## config.mk

```make
export PLATFORM = sky130hd
export DESIGN_NAME = cfg_chain_ctrl_flat
export DESIGN_NICKNAME = d
export VERILOG_FILES = /design/src/rtl/cfg_chain_ctrl_if.sv /design/src/rtl/cfg_chain_ctrl.sv /design/src/flat_wrapper.sv
export SDC_FILE = /design/constraint.sdc
export NUM_CORES = 1
export LEC_CHECK = 0
export CAP_MARGIN = 30
export CORE_MARGIN = 4
export CORE_UTILIZATION = 40
export CTS_CLUSTER_DIAMETER = 200
export DETAILED_ROUTE_END_ITERATION = 8
export HOLD_SLACK_MARGIN = 0.15
export REMOVE_ABC_BUFFERS = 1
export SYNTH_ARGS = -nofsm -noshare
export SYNTH_HDL_FRONTEND = slang
export SYNTH_SLANG_ARGS = --single-unit
```

## constraint.sdc

```tcl
create_clock -name S_AXI_ACLK -period 2 [get_ports S_AXI_ACLK]
set_input_delay 0.6 -clock S_AXI_ACLK [delete_from_list [all_inputs] [get_ports S_AXI_ACLK]]
set_output_delay 0.6 -clock S_AXI_ACLK [all_outputs]
set_load 0.01 [all_outputs]
```

## src/rtl/cfg_chain_ctrl_if.sv

```systemverilog
// Handshake/bus bundle for cfg_chain_ctrl.
//   slave  : the controller (consumes start/in_*/config_out, drives the rest)
//   master : the SW-fed word source, readback sink and DUT chain side
// Signals: start, in_valid/in_ready/in_data (load stream),
//          rd_valid/rd_data (readback stream), busy, done, underrun,
//          config_clk/config_in/config_load (to DUT chain), config_out (from chain).
interface cfg_chain_ctrl_if #(
  parameter int WORD_W = 32
);
  logic              start;
  logic              in_valid;
  logic              in_ready;
  logic [WORD_W-1:0] in_data;
  logic              rd_valid;
  logic [WORD_W-1:0] rd_data;
  logic              busy;
  logic              done;
  logic              underrun;
  logic              config_clk;
  logic              config_in;
  logic              config_load;
  logic              config_out;

  modport slave (
    input  start, in_valid, in_data, config_out,
    output in_ready, rd_valid, rd_data, busy, done, underrun,
           config_clk, config_in, config_load
  );

  modport master (
    output start, in_valid, in_data, config_out,
    input  in_ready, rd_valid, rd_data, busy, done, underrun,
           config_clk, config_in, config_load
  );
endinterface

```

## src/rtl/cfg_chain_ctrl.sv

```systemverilog
// Configuration shift-chain sequencer.
// Pulls WORD_W-bit words from the load stream, shifts them MSB first into the
// DUT chain on a divided config_clk, assembles config_out readback into words,
// then pulses config_load for CLK_DIV cycles and reports done.
// Ports:
//   S_AXI_ACLK     sole clock
//   S_AXI_ARESETN  asynchronous active-low reset
//   abort          (only with CFG_CHAIN_ABORT_EN) drop back to IDLE at once
//   bus            cfg_chain_ctrl_if.slave: start, in_*, rd_*, busy, done,
//                  underrun, config_clk/in/load, config_out
// Build option: define CFG_CHAIN_ABORT_EN to add the abort input.
// Constraints: CHAIN_LEN a multiple of WORD_W, WORD_W >= 2, CLK_DIV >= 1.
module cfg_chain_ctrl #(
  parameter int CHAIN_LEN = 256,
  parameter int WORD_W    = 32,
  parameter int CLK_DIV   = 4
) (
  input  logic S_AXI_ACLK,
  input  logic S_AXI_ARESETN,
`ifdef CFG_CHAIN_ABORT_EN
  input  logic abort,
`endif
  cfg_chain_ctrl_if.slave bus
);

  localparam int BCW = (CHAIN_LEN > 1) ? $clog2(CHAIN_LEN) : 1;
  localparam int WBW = $clog2(WORD_W);
  localparam int PCW = $clog2(CLK_DIV + 1);

  localparam logic [BCW-1:0] LAST_BIT  = BCW'(CHAIN_LEN - 1);
  localparam logic [WBW-1:0] LAST_WBIT = WBW'(WORD_W - 1);
  localparam logic [PCW-1:0] PH_LOAD   = PCW'(CLK_DIV - 1);

  typedef enum logic [2:0] {
    IDLE, FETCH, SHIFT_LO, SHIFT_HI, LOAD, DONE
  } state_t;

  state_t            r_state, w_next;
  logic [BCW-1:0]    r_bit_cnt;
  logic [WBW-1:0]    r_wbit;
  logic [PCW-1:0]    r_ph;
  logic [WORD_W-1:0] r_shreg, r_rd_shift, r_rd_data;
  logic              r_rd_valid, r_underrun;

  logic w_abort, w_ph_end, w_ph_first, w_hs, w_sample, w_bit_end;
  logic w_in_ready, w_cfg_clk, w_cfg_load, w_busy, w_done;

`ifdef CFG_CHAIN_ABORT_EN
  assign w_abort = abort;
`else
  assign w_abort = 1'b0;
`endif

  // phase counter counts down from CLK_DIV-1; its reload value marks the first cycle
  assign w_ph_end   = (r_ph == '0);
  assign w_ph_first = (r_ph == PH_LOAD);
  assign w_hs       = (r_state == FETCH) && bus.in_valid;
  assign w_sample   = (r_state == SHIFT_HI) && w_ph_first && !w_abort;
  assign w_bit_end  = (r_state == SHIFT_HI) && w_ph_end && !w_abort;

  always_ff @(posedge S_AXI_ACLK or negedge S_AXI_ARESETN) begin
    if (!S_AXI_ARESETN) r_state <= IDLE;
    else                r_state <= w_next;
  end

  always_comb begin
    w_next     = r_state;
    w_in_ready = 1'b0;
    w_cfg_clk  = 1'b0;
    w_cfg_load = 1'b0;
    w_busy     = 1'b1;
    w_done     = 1'b0;
    case (r_state)
      IDLE: begin
        w_busy = 1'b0;
        if (bus.start) w_next = FETCH;
      end
      FETCH: begin
        w_in_ready = 1'b1;
        if (bus.in_valid) w_next = SHIFT_LO;
      end
      SHIFT_LO: if (w_ph_end) w_next = SHIFT_HI;
      SHIFT_HI: begin
        w_cfg_clk = 1'b1;
        if (w_ph_end) begin
          if (r_bit_cnt == LAST_BIT)   w_next = LOAD;
          else if (r_wbit == LAST_WBIT) w_next = FETCH;
          else                          w_next = SHIFT_LO;
        end
      end
      LOAD: begin
        w_cfg_load = 1'b1;
        if (w_ph_end) w_next = DONE;
      end
      DONE: begin
        w_done = 1'b1;
        w_next = IDLE;
      end
      default: w_next = IDLE;
    endcase
    if (w_abort && (r_state != IDLE)) w_next = IDLE;
  end

  always_ff @(posedge S_AXI_ACLK or negedge S_AXI_ARESETN) begin
    if (!S_AXI_ARESETN) begin
      r_bit_cnt  <= '0;
      r_wbit     <= '0;
      r_ph       <= '0;
      r_shreg    <= '0;
      r_rd_shift <= '0;
      r_rd_data  <= '0;
      r_rd_valid <= 1'b0;
      r_underrun <= 1'b0;
    end else begin
      r_rd_valid <= 1'b0;
      if (r_state != w_next)  r_ph <= PH_LOAD;
      else if (!w_ph_end)     r_ph <= r_ph - 1'b1;

      if ((r_state == IDLE) && bus.start) begin
        r_bit_cnt  <= '0;
        r_wbit     <= '0;
        r_underrun <= 1'b0;
        r_rd_shift <= '0;  // drops any partial word left by an abort
      end
      if ((r_state == FETCH) && !bus.in_valid) r_underrun <= 1'b1;
      if (w_hs) r_shreg <= bus.in_data;

      if (w_sample) begin
        r_rd_shift <= {r_rd_shift[WORD_W-2:0], bus.config_out};
        if (r_wbit == LAST_WBIT) begin
          r_rd_data  <= {r_rd_shift[WORD_W-2:0], bus.config_out};
          r_rd_valid <= 1'b1;
        end
      end

      // bit_cnt stops at the last bit; the word-end path refetches instead of shifting
      if (w_bit_end && (r_bit_cnt != LAST_BIT)) begin
        r_bit_cnt <= r_bit_cnt + 1'b1;
        if (r_wbit == LAST_WBIT) r_wbit <= '0;
        else begin
          r_wbit  <= r_wbit + 1'b1;
          r_shreg <= {r_shreg[WORD_W-2:0], 1'b0};
        end
      end
    end
  end

  assign bus.in_ready    = w_in_ready;
  assign bus.busy        = w_busy;
  assign bus.done        = w_done;
  assign bus.config_clk  = w_cfg_clk;
  assign bus.config_load = w_cfg_load;
  // MSB of the shift register holds its value through FETCH stalls and LOAD
  assign bus.config_in   = r_shreg[WORD_W-1];
  assign bus.rd_valid    = r_rd_valid;
  assign bus.rd_data     = r_rd_data;
  assign bus.underrun    = r_underrun;

endmodule
```

## src/flat_wrapper.sv

```systemverilog
// flat-port wrapper written by rule: the top's interface ports become plain ports
module cfg_chain_ctrl_flat 
#(
  parameter int CHAIN_LEN = 256,
  parameter int WORD_W    = 32,
  parameter int CLK_DIV   = 4
)
  (S_AXI_ACLK, S_AXI_ARESETN, bus_start, bus_in_valid, bus_in_data, bus_config_out, bus_in_ready, bus_rd_valid, bus_rd_data, bus_busy, bus_done, bus_underrun, bus_config_clk, bus_config_in, bus_config_load);
  cfg_chain_ctrl_if #(.WORD_W(WORD_W)) bus_i ();
  input  logic S_AXI_ACLK;
  input  logic S_AXI_ARESETN;
  input wire logic [$bits(bus_i.start)-1:0] bus_start;
  input wire logic [$bits(bus_i.in_valid)-1:0] bus_in_valid;
  input wire logic [$bits(bus_i.in_data)-1:0] bus_in_data;
  input wire logic [$bits(bus_i.config_out)-1:0] bus_config_out;
  output wire logic [$bits(bus_i.in_ready)-1:0] bus_in_ready;
  output wire logic [$bits(bus_i.rd_valid)-1:0] bus_rd_valid;
  output wire logic [$bits(bus_i.rd_data)-1:0] bus_rd_data;
  output wire logic [$bits(bus_i.busy)-1:0] bus_busy;
  output wire logic [$bits(bus_i.done)-1:0] bus_done;
  output wire logic [$bits(bus_i.underrun)-1:0] bus_underrun;
  output wire logic [$bits(bus_i.config_clk)-1:0] bus_config_clk;
  output wire logic [$bits(bus_i.config_in)-1:0] bus_config_in;
  output wire logic [$bits(bus_i.config_load)-1:0] bus_config_load;
  assign bus_i.start = bus_start;
  assign bus_i.in_valid = bus_in_valid;
  assign bus_i.in_data = bus_in_data;
  assign bus_i.config_out = bus_config_out;
  assign bus_in_ready = bus_i.in_ready;
  assign bus_rd_valid = bus_i.rd_valid;
  assign bus_rd_data = bus_i.rd_data;
  assign bus_busy = bus_i.busy;
  assign bus_done = bus_i.done;
  assign bus_underrun = bus_i.underrun;
  assign bus_config_clk = bus_i.config_clk;
  assign bus_config_in = bus_i.config_in;
  assign bus_config_load = bus_i.config_load;
  cfg_chain_ctrl #(.CHAIN_LEN(CHAIN_LEN), .WORD_W(WORD_W), .CLK_DIV(CLK_DIV)) u_core (.S_AXI_ACLK(S_AXI_ACLK), .S_AXI_ARESETN(S_AXI_ARESETN), .bus(bus_i));
endmodule
```

## Yosys cells after proc, flatten, opt, wreduce, memory -nomap -nowiden

Cells that the tools add are included.

| word-level totals | value |
|---|---|
| input bits | 37 |
| flip-flop bits (word level) | 116 |
| logic and storage cells | 65 |

| operators by class | value |
|---|---|
| reduce and logical (&&, ||, !) cells | 13 |
| eq/ne operators | 11 |
| mux-type cells | 29 |
| add/sub/neg operators | 3 |

Operators with widths:

| operator | count |
|---|---|
| $mux 32 | 3 |
| $mux 31 | 2 |
| $mux 3 | 8 |
| $mux 8 | 2 |
| $mux 5 | 3 |
| $pmux 3 s5 | 1 |
| $eq 3x2->1 const B | 3 |
| $mux 1 | 9 |
| $add 8x1->8 const B | 1 |
| $eq 8x8->1 const B | 1 |
| $ne 8x8->1 const B | 1 |
| $eq 3x3->1 const B | 2 |
| $logic_and 1x1->1 | 6 |
| $logic_not 3->1 | 2 |
| $reduce_bool 2->1 | 3 |
| $add 5x1->5 const B | 1 |
| $eq 5x5->1 const B | 1 |
| $eq 3x1->1 const B | 1 |
| $ne 3x3->1 | 1 |
| $sub 3x1->3 const B | 1 |
| $mux 2 | 1 |
| $ne 2x2->1 const B | 1 |
| $reduce_and 2->1 | 1 |
| $logic_not 1->1 | 1 |

## Logic depth before layout (Yosys ltp)

Gate-level depths: netlist of the first run.

| logic depth | value |
|---|---|
| depth after elaboration | 7 |
| gate-level depth with buffers | 8 |

## Worst setup path before layout of the first run

OpenSTA, ideal clock, no wires.

| path | value |
|---|---|
| path kind | reg-to-reg |
| start point | reg u_core.r_bit_cnt[0] |
| end point | reg u_core.r_bit_cnt[3] |
| setup time | 118 ps |
| buffers on the path | 1 |
| setup slack | 1 ps |
| arrival time | 1,881 ps |
| period minus slack after synthesis | 1,999 ps |
| required time | 1,882 ps |
| cell stages (with the launch flop) | 7 |
| cell sequence | dfrtp_1 -> ha_1 -> and4_1 -> buf_2 -> a211oi_2 -> mux2_2 -> a21o_1 |

| on the way | value |
|---|---|
| cells in the longest elaborated chain, start to end | 3 |
| elaborated cells between the ends (all ways) | 5 |

Ends and longest elaborated chain:

| item | RTL line | RTL |
|---|---|---|
| start: declaration | cfg_chain_ctrl.sv:39 | `logic [BCW-1:0] r_bit_cnt;` |
| start signal: assignment | cfg_chain_ctrl.sv:138 | `r_bit_cnt <= r_bit_cnt + 1'b1;` |
| branches (longest 3 deep; another with $add 8x1->8) | n/a |  |

Several ways; the timed one is not identified.
A chain may end at the register's enable or synchronous reset.

## Worst setup path after layout of the first run

| path | value |
|---|---|
| start point | reg u_core.r_state[1] |
| end point | out bus_config_load |

| on the way | value |
|---|---|
| cells in the longest elaborated chain, start to end | 2 |

Ends and longest elaborated chain:

| item | RTL line | RTL |
|---|---|---|
| start: declaration | cfg_chain_ctrl.sv:38 | `state_t r_state, w_next;` |
| start signal: assignment | cfg_chain_ctrl.sv:63 | `else r_state <= w_next;` |
| $eq 3x3->1 | cfg_chain_ctrl.sv:73 | `case (r_state)` |
| $mux 1 | cfg_chain_ctrl.sv:73 |  |
| end: declaration | flat_wrapper.sv:24 | `output wire logic [$bits(bus_i.config_load)-1:0] bus_config_load;` |

Every way passes these cells.

==> summary.md, run 1 <==
| Metric | Value |
|---|---|
| Die X | `121 µm` |
| Cells after DPL | `664` |
| Fillcell total | `1,075` |
| Main synth FF type | `dfrtp_1` |
| Post-Syn Instances | `415` |
| Max-cap viol count | `0` |
| WP data required | `1.40 ns` |
| Period minus WS final | `1.94 ns` |
| WS Path Type | `register to output pin` |
| Final Hold Fails | `0` |
| Total CTS buffers | `17` |
| # H-tree levels | `4` |
| Max rail drop VDD | `0.600 mV` |
| Post-synth top area share | `0.573` |
| Fin nets | `571` |
| Mapped Area | `5060 µm²` |
| WL/cell | `14.8 µm` |
| # port buffers | `76` |
| Post-DRT Antenna Nets | `0` |
| Root buf cell | `clkbuf_16` |
| Rows | `40` |
| Initial DRC Count | `194` |
| Power Density | `1210 nW/µm²` |
| Vias/cell | `4.97` |
| Post-DP HPWL | `7030 µm` |
| Initial Util | `0.415` |
| Relative slew margins | `0.564` |
| Gr usage total | `0.151` |
| I/O pins | `77` |
| Max FO, Critical Path | `3` |
| YS warnings | `0` |
| Yosys reg bits | `116` |
| Clock transition at the registers of the reported paths | `0.06 ns` |
| Fmax achieved | `517 MHz` |
| Pin count of the biggest net entering global routing | `46` |
| Yosys top cell by area | `dfrtp_1` |
| Worst R2R End | `u_core.r_ph[2]$_DFFE_PN0P_` |
| CP Data Arrival Time | `1.34 ns` |
| Crit path from | `u_core.r_state[1]$_DFF_PN0_` |
| Crit end category | `output pin` |
| Setup Viol. Count Final | `0` |
| First-pass DRT Iterations | `4` |
| Slew Viols, Final | `0` |
| Post-route clock period utilization | `0.968` |
| Leak | `3.13 nW` |
| Setup slack, reg-to-reg | `0.13 ns` |
| Cells on worst reg2reg path | `6` |
| Share of flip-flops with an asynchronous set or reset | `1.00` |
| Share of cells above drive strength 1 | `0.190` |
| Total global routing overflow | `0` |
| Top cells by count, synth | `116 x dfrtp_1, 48 x nand2_1, 38 x mux2i_1, 37 x o21ai_0, 31 x a22o_1` |
| ANT cells | `0` |
| Status | `finished, final reports clean` |
| Post-synth EDFFs | `0` |
| Chip height | `121 µm` |
| P&R area growth vs syn | `37.7%` |
| Clock Path Buffers | `2` |
| Setup crit end | `bus_config_load` |
| Routed vias | `3,527` |
| Initial antenna violation count | `0` |
| CTS tree | `done` |
| Cell variety after synth | `48` |
| Worst Max-Slew Pin Slew | `0.653 ns` |
| Skew final | `0.0132 ns` |
| Total clock sinks | `116` |
| Die Area | `14,500 µm²` |
| Skew-Pair Late Insertion Delay | `0.40 ns` |
| Startpoint types | `register` |
| WL final | `10,500 µm` |
| # DRC | `0` |
| Final std cells w/o fill | `709` |
| Routability cong. | `0.797` |
| Syn Area/Cell | `12.2 µm²` |
| Most common cell in the netlist | `dfrtp_1` |
| Overall Power | `8.40 mW` |
| HP Class | `register to register` |
| Core box area | `12,200 µm²` |
| Vias in the first global route | `3,544` |
| First-pass GRT wire length | `17,700 µm` |
| Top post-synthesis cells by area | `dfrtp_1 57%, mux2i_1 7.5%, mux2_1 6.5%, a22o_1 5.4%, o21ai_0 3.7%` |
| Worst reg2reg startpoint | `u_core.r_bit_cnt[1]$_DFFE_PN0P_` |
| Sequential share of the synthesized area | `0.573` |
==> layer usage <==
| metal | wire [µm] | vias up | global-route usage |
|---|---|---|---|
| met5 | 0 | - | 0 |
| met4 | 121 | 0 | 0.0467 |
| met3 | 377 | 8 | 0.0463 |
| met2 | 4850 | 69 | 0.236 |
| met1 | 5130 | 1709 | 0.203 |
| li1 | - | 1741 | - |
==> placed cells by master, fill, tap and decap left out, types with 4 or more instances in the layout <==
cell type        instances
mux2_1                  29
inv_1                    9
nand2_1                 48
buf_4                   32
inv_6                    4
ha_1                     4
clkinv_2                 4
nand3_1                 10
mux2_2                   4
clkbuf_16               19
o21ai_0                 37
nor2_1                   5
a22o_1                  31
buf_12                   8
a21oi_1                  7
dfrtp_1                113
mux2i_1                 38
clkdlybuf4s50_1         70
buf_2                    4
a31oi_1                  4
==> registers in the layout (all words and copies together), names as in the netlist <==
name                 flops
u_core.bus.rd_data      32
u_core.bus.rd_valid      1
u_core.bus.underrun      1
u_core.r_bit_cnt         8
u_core.r_ph              3
u_core.r_rd_shift       31
u_core.r_shreg          32
u_core.r_state           3
u_core.r_wbit            5
==> critical path, stage by stage (launching register included) <==
cell and delay [ns]:
dfrtp_2 0.42, buf_4 0.16, nor3b_4 0.20, buf_2 0.16
==> logic make-up (layout without fill, tap and decap cells) <==
kind of cell             after synthesis  count (layout)  synth area share
AND/OR/NAND/NOR                       90              90            0.0897
XOR/XNOR                               1               1           0.00173
multiplexers                          71              71             0.149
flip-flops                           116             116             0.573
buffers and inverters                 35             161            0.0371
AO/OA/AOI/OAI                         96              96             0.135
adder cells (fa/ha/maj)                6               6            0.0148
==> final cells by class <==
cell class / count / area, µm² / share of cell area
clock buffer: 18 / 439 / 0.0630
sequential: 116 / 2910 / 0.417
multi-input combinational: 264 / 2040 / 0.293
tap: 168 / 210 / 0.0301
inverter: 9 / 33.8 / 0.00484
timing repair buffer: 120 / 1220 / 0.174
clock inverter: 14 / 126 / 0.0181
==> where the power goes <==
| group | internal, mW | switching, mW |
|---|---|---|
| logic | 1.06 | 1.14 |
| registers | 2.95 | 0.388 |
| clock network | 1.75 | 1.11 |
==> metrics by stage <==
stage / cell area, µm² / worst slack [ns] / hold slack [ns] / util / TNS (ns)
floorplan: 4910 / -1.11 / 0.304 / - / -67.86
global placement: 6210 / -0.567 / 0.450 / 0.508 / -18.09
detailed placement: 6220 / -0.297 / 0.451 / 0.509 / -8.63
CTS: 6830 / 0.00548 / 0.479 / 0.559 / 0
global route: 6970 / -0.00163 / 0.499 / 0.571 / -0.00163
finish: 6970 / 0.0642 / 0.470 / 0.571 / 0
==> worst min-delay path by stage <==
stage	start	end	cells after the start
after floorplan	S_AXI_ARESETN	u_core.bus.rd_data[0]$_DFFE_PN0P_	0
after global placement	S_AXI_ARESETN	u_core.bus.rd_data[30]$_DFFE_PN0P_	1
after detailed placement	S_AXI_ARESETN	u_core.bus.rd_data[30]$_DFFE_PN0P_	1
after CTS	u_core.r_shreg[12]$_DFF_PN0_	u_core.r_shreg[13]$_DFF_PN0_	2
after global routing	u_core.bus.rd_data[6]$_DFFE_PN0P_	u_core.bus.rd_data[6]$_DFFE_PN0P_	1
final	u_core.r_shreg[12]$_DFF_PN0_	u_core.r_shreg[13]$_DFF_PN0_	2
==> repair_timing <==
item	CTS	global route
gates cloned	0	2
hold buffers	1	0
pin swaps	0	4
endpoints found under the setup margin	5	33
buffers inserted	4	6
gates resized for setup	21	13
endpoints found under the hold margin	8	0
(Power assumes the default switching activity.)
==> run 2, diff against run 1 <==
Settings changed: CTS_BUF_LIST set to sky130_fd_sc_hd__clkbuf_4.
==> run 2 against run 1 <==
Compared with the run above: the flow now finishes with violations (setup timing); critical path type unchanged; core utilization decreased by 2.2 points; maximum frequency fell by 5.0%; via count is 1.6% higher; clock-buffer cell count fell by 1; final cell count grew 0.85%; die area is the same; highest routed layer unchanged; sequential cell count unchanged; register-to-register slack worse by 0.04 ns.
==> summary.md, run 2 (synthesized netlist as in run 1, its figures left out) <==
| Metric | Value |
|---|---|
| Core box area | `12,200 µm² (unchanged)` |
| Design area | `6700 µm² (was 6970 µm²)` |
| Total global routing overflow | `0 (unchanged)` |
| Total clock sinks | `116 (unchanged)` |
| Leak | `3.18 nW (was 3.13 nW)` |
| Crit end category | `output pin (unchanged)` |
| # DRC | `0 (unchanged)` |
| Combinational Power Share | `0.316 (was 0.262)` |
| WS Path Type | `register to output pin (unchanged)` |
| Power Density | `1070 nW/µm² (was 1210 nW/µm²)` |
| Largest stage delay on the critical path | `0.46 ns (was 0.42 ns)` |
| Rows | `40 (unchanged)` |
| Most frequent cells in the layout | `113 x dfrtp_1, 48 x nand2_1, 38 x mux2i_1 (was 113 x dfrtp_1, 70 x clkdlybuf4s50_1, 48 x nand2_1)` |
| Gr usage total | `0.149 (was 0.151)` |
| # port buffers | `76 (unchanged)` |
| WP data required | `1.40 ns (about the same)` |
| Vias in the first global route | `3,568 (was 3,544)` |
| Post-route clock period utilization | `1.02 (was 0.968)` |
| Fin nets | `576 (was 571)` |
| Initial DRC Count | `206 (was 194)` |
| I/O pins | `77 (unchanged)` |
| Fillcell total | `1,090 (was 1,075)` |
| Clock Path Buffers | `2 (unchanged)` |
| RSZ-0062 raised after global routing | `true` |
| CTS tree | `done (unchanged)` |
| Skew final | `0.0214 ns (was 0.0132 ns)` |
| NetSw | `2.50 mW (was 2.64 mW)` |
| WL final | `10,400 µm (was 10,500 µm)` |
| Clock power frac | `0.219 (was 0.341)` |
| Top routing layer in use | `met4 (unchanged)` |
| Final Hold Fails | `0 (unchanged)` |
| Clock transition at the registers of the reported paths | `0.12 ns (was 0.06 ns)` |
| Fmax achieved | `491 MHz (was 517 MHz)` |
| Slowest cell on the critical path | `dfrtp_2 (unchanged)` |
| Setup Viol. Count Final | `4 (was 0)` |
| Total CTS buffers | `17 (unchanged)` |
| CP Data Arrival Time | `1.44 ns (was 1.34 ns)` |
| Pin count of the biggest net entering global routing | `46 (unchanged)` |
| Int Power | `4.67 mW (was 5.76 mW)` |
| CP Cell Sequence | `buf_4 > nand3b_4 > inv_2 > buf_6 (was buf_4 > nor3b_4 > buf_2)` |
| Post-DRT Antenna Nets | `0 (unchanged)` |
| Root buf cell | `clkbuf_4 (was clkbuf_16)` |
| Wire length on met1 | `5020 µm (was 5130 µm)` |
| Chip height | `121 µm (unchanged)` |
| Failing checks | `setup timing` |
| Post-DP HPWL | `7030 µm (unchanged)` |
| Max FO, Critical Path | `4 (was 3)` |
| Met3 wire length | `429 µm (was 377 µm)` |
| HP Class | `input port to asynchronous set/reset pin (was register to register)` |
| WL/cell | `14.5 µm (was 14.8 µm)` |
| Routability cong. | `0.797 (unchanged)` |
| Die Area | `14,500 µm² (unchanged)` |
| Worst Max-Slew Pin Slew | `0.386 ns (was 0.653 ns)` |
| Routed vias | `3,585 (was 3,527)` |
| Seq pwr share | `0.464 (was 0.397)` |
| Status | `finished, violations left (was finished, final reports clean)` |
| Leading cell type in the layout, fill and taps excluded | `dfrtp_1 (unchanged)` |
| Final WS setup | `-0.0373 ns (was 0.0642 ns)` |
| Share of cells above drive strength 1 | `0.200 (was 0.190)` |
| Max-cap viol count | `0 (unchanged)` |
| Period minus WS final | `2.04 ns (was 1.94 ns)` |
| Initial Util | `0.415 (unchanged)` |
| Slew Viols, Final | `0 (unchanged)` |
| Met2 routed WL | `4770 µm (was 4850 µm)` |
| Net Sw Frac | `0.348 (was 0.315)` |
| Skew-Pair Late Insertion Delay | `0.50 ns (was 0.40 ns)` |
| Area after DPL | `6220 µm² (unchanged)` |
| Vias/cell | `5.01 (was 4.97)` |
| P&R area growth vs syn | `32.3% (was 37.7%)` |
| Die X | `121 µm (unchanged)` |
| Startpoint types | `register (unchanged)` |
| Max rail drop VDD | `0.551 mV (was 0.600 mV)` |
| DP Worst Slack | `-0.297 ns (unchanged)` |
| Initial antenna violation count | `0 (unchanged)` |
| Relative slew margins | `0.742 (was 0.564)` |
| # H-tree levels | `4 (unchanged)` |
| First-pass DRT Iterations | `5 (was 4)` |
| First-pass GRT wire length | `17,500 µm (was 17,700 µm)` |
run 2: changes by cell type in the layout (fill, tap and decap cells not counted), sizes merged:
cell,change
buf,+5
clkbuf,-1
clkdlybuf4s50,-35
clkinv,+1
diode,+1
dlygate4sd2,+35
run 2: area by class of cell:
| class | count | area, µm² | share of cell area |
|---|---|---|---|
| Inverter | 9 | 33.8 | 0.00504 |
| Sequential cell | 116 | 2910 | 0.434 |
| Clock inverter | 15 | 130 | 0.0194 |
| Antenna cell | 1 | 2.50 | 0.000374 |
| Multi-Input combinational cell | 264 | 2060 | 0.307 |
| Clock buffer | 17 | 128 | 0.0191 |
| Timing Repair Buffer | 125 | 1230 | 0.184 |
| Tap cell | 168 | 210 | 0.0314 |
run 2: final timing paths:
| check | startpoint | endpoint | cells after the start | slack [ns] |
|---|---|---|---|---|
| setup reg to reg | u_core.r_wbit[0]$_DFFE_PN0P_ | u_core.r_wbit[3]$_DFFE_PN0P_ | 8 | 0.09 |
| max in group asynchronous | S_AXI_ARESETN | u_core.r_wbit[4]$_DFFE_PN0P_ | 3 | 1.00 |
| setup / recovery | u_core.r_state[2]$_DFF_PN0_ | bus_config_clk | 4 | -0.04 |
| min in group S_AXI_ACLK | u_core.r_shreg[12]$_DFF_PN0_ | u_core.r_shreg[13]$_DFF_PN0_ | 2 | 0.48 |
| hold reg to reg | u_core.r_shreg[12]$_DFF_PN0_ | u_core.r_shreg[13]$_DFF_PN0_ | 2 | 0.48 |
| hold / removal | S_AXI_ARESETN | u_core.bus.rd_data[30]$_DFFE_PN0P_ | 2 | 0.47 |
run 2: critical path, delay by kind of cell, from the launching register on:
kind | cells | cell delay, ns
buf+inv | 3 | 0.32
flops | 1 | 0.46
simple gates | 1 | 0.17
run 2: timing repair:
action,4_1_cts,5_1_grt
endpoints found under the hold margin,40,0
cloned,0,2
hold buffers,1,0
resized for setup,63,13
buffers inserted,7,8
pin swaps,1,4
setup endpoints to repair,41,39
run 2: layer usage:
metal	track usage	vias to the layer above
met5	0	-
met4	0.0496	0
met3	0.0412	16
met2	0.235	74
met1	0.201	1749
li1	-	1746
run 2: power by group through the flow:
stage / sequential, mW / combinational (mW) / clock (mW)
after detailed placement: 3.39 / 2.05 / 0
after global placement: 3.37 / 1.95 / 0
after floorplan: 3.30 / 1.27 / 0
after global routing: 3.41 / 2.56 / 1.75
final: 3.33 / 2.27 / 1.57
after CTS: 3.33 / 2.17 / 1.64
run 2: stage by stage:
step | TNS [ns] | instances | hold WS (ns) | util | power, mW
detailed placement | -8.63 | 664 | 0.451 | 0.509 | 5.44
finish | -0.115 | 715 | 0.471 | 0.549 | 7.17
global placement | -18.09 | 663 | 0.450 | 0.508 | 5.32
floorplan | -67.86 | 389 | 0.304 | - | 4.58
global route | -0.656 | 714 | 0.424 | 0.548 | 7.72
CTS | -0.244 | 704 | 0.435 | 0.534 | 7.13
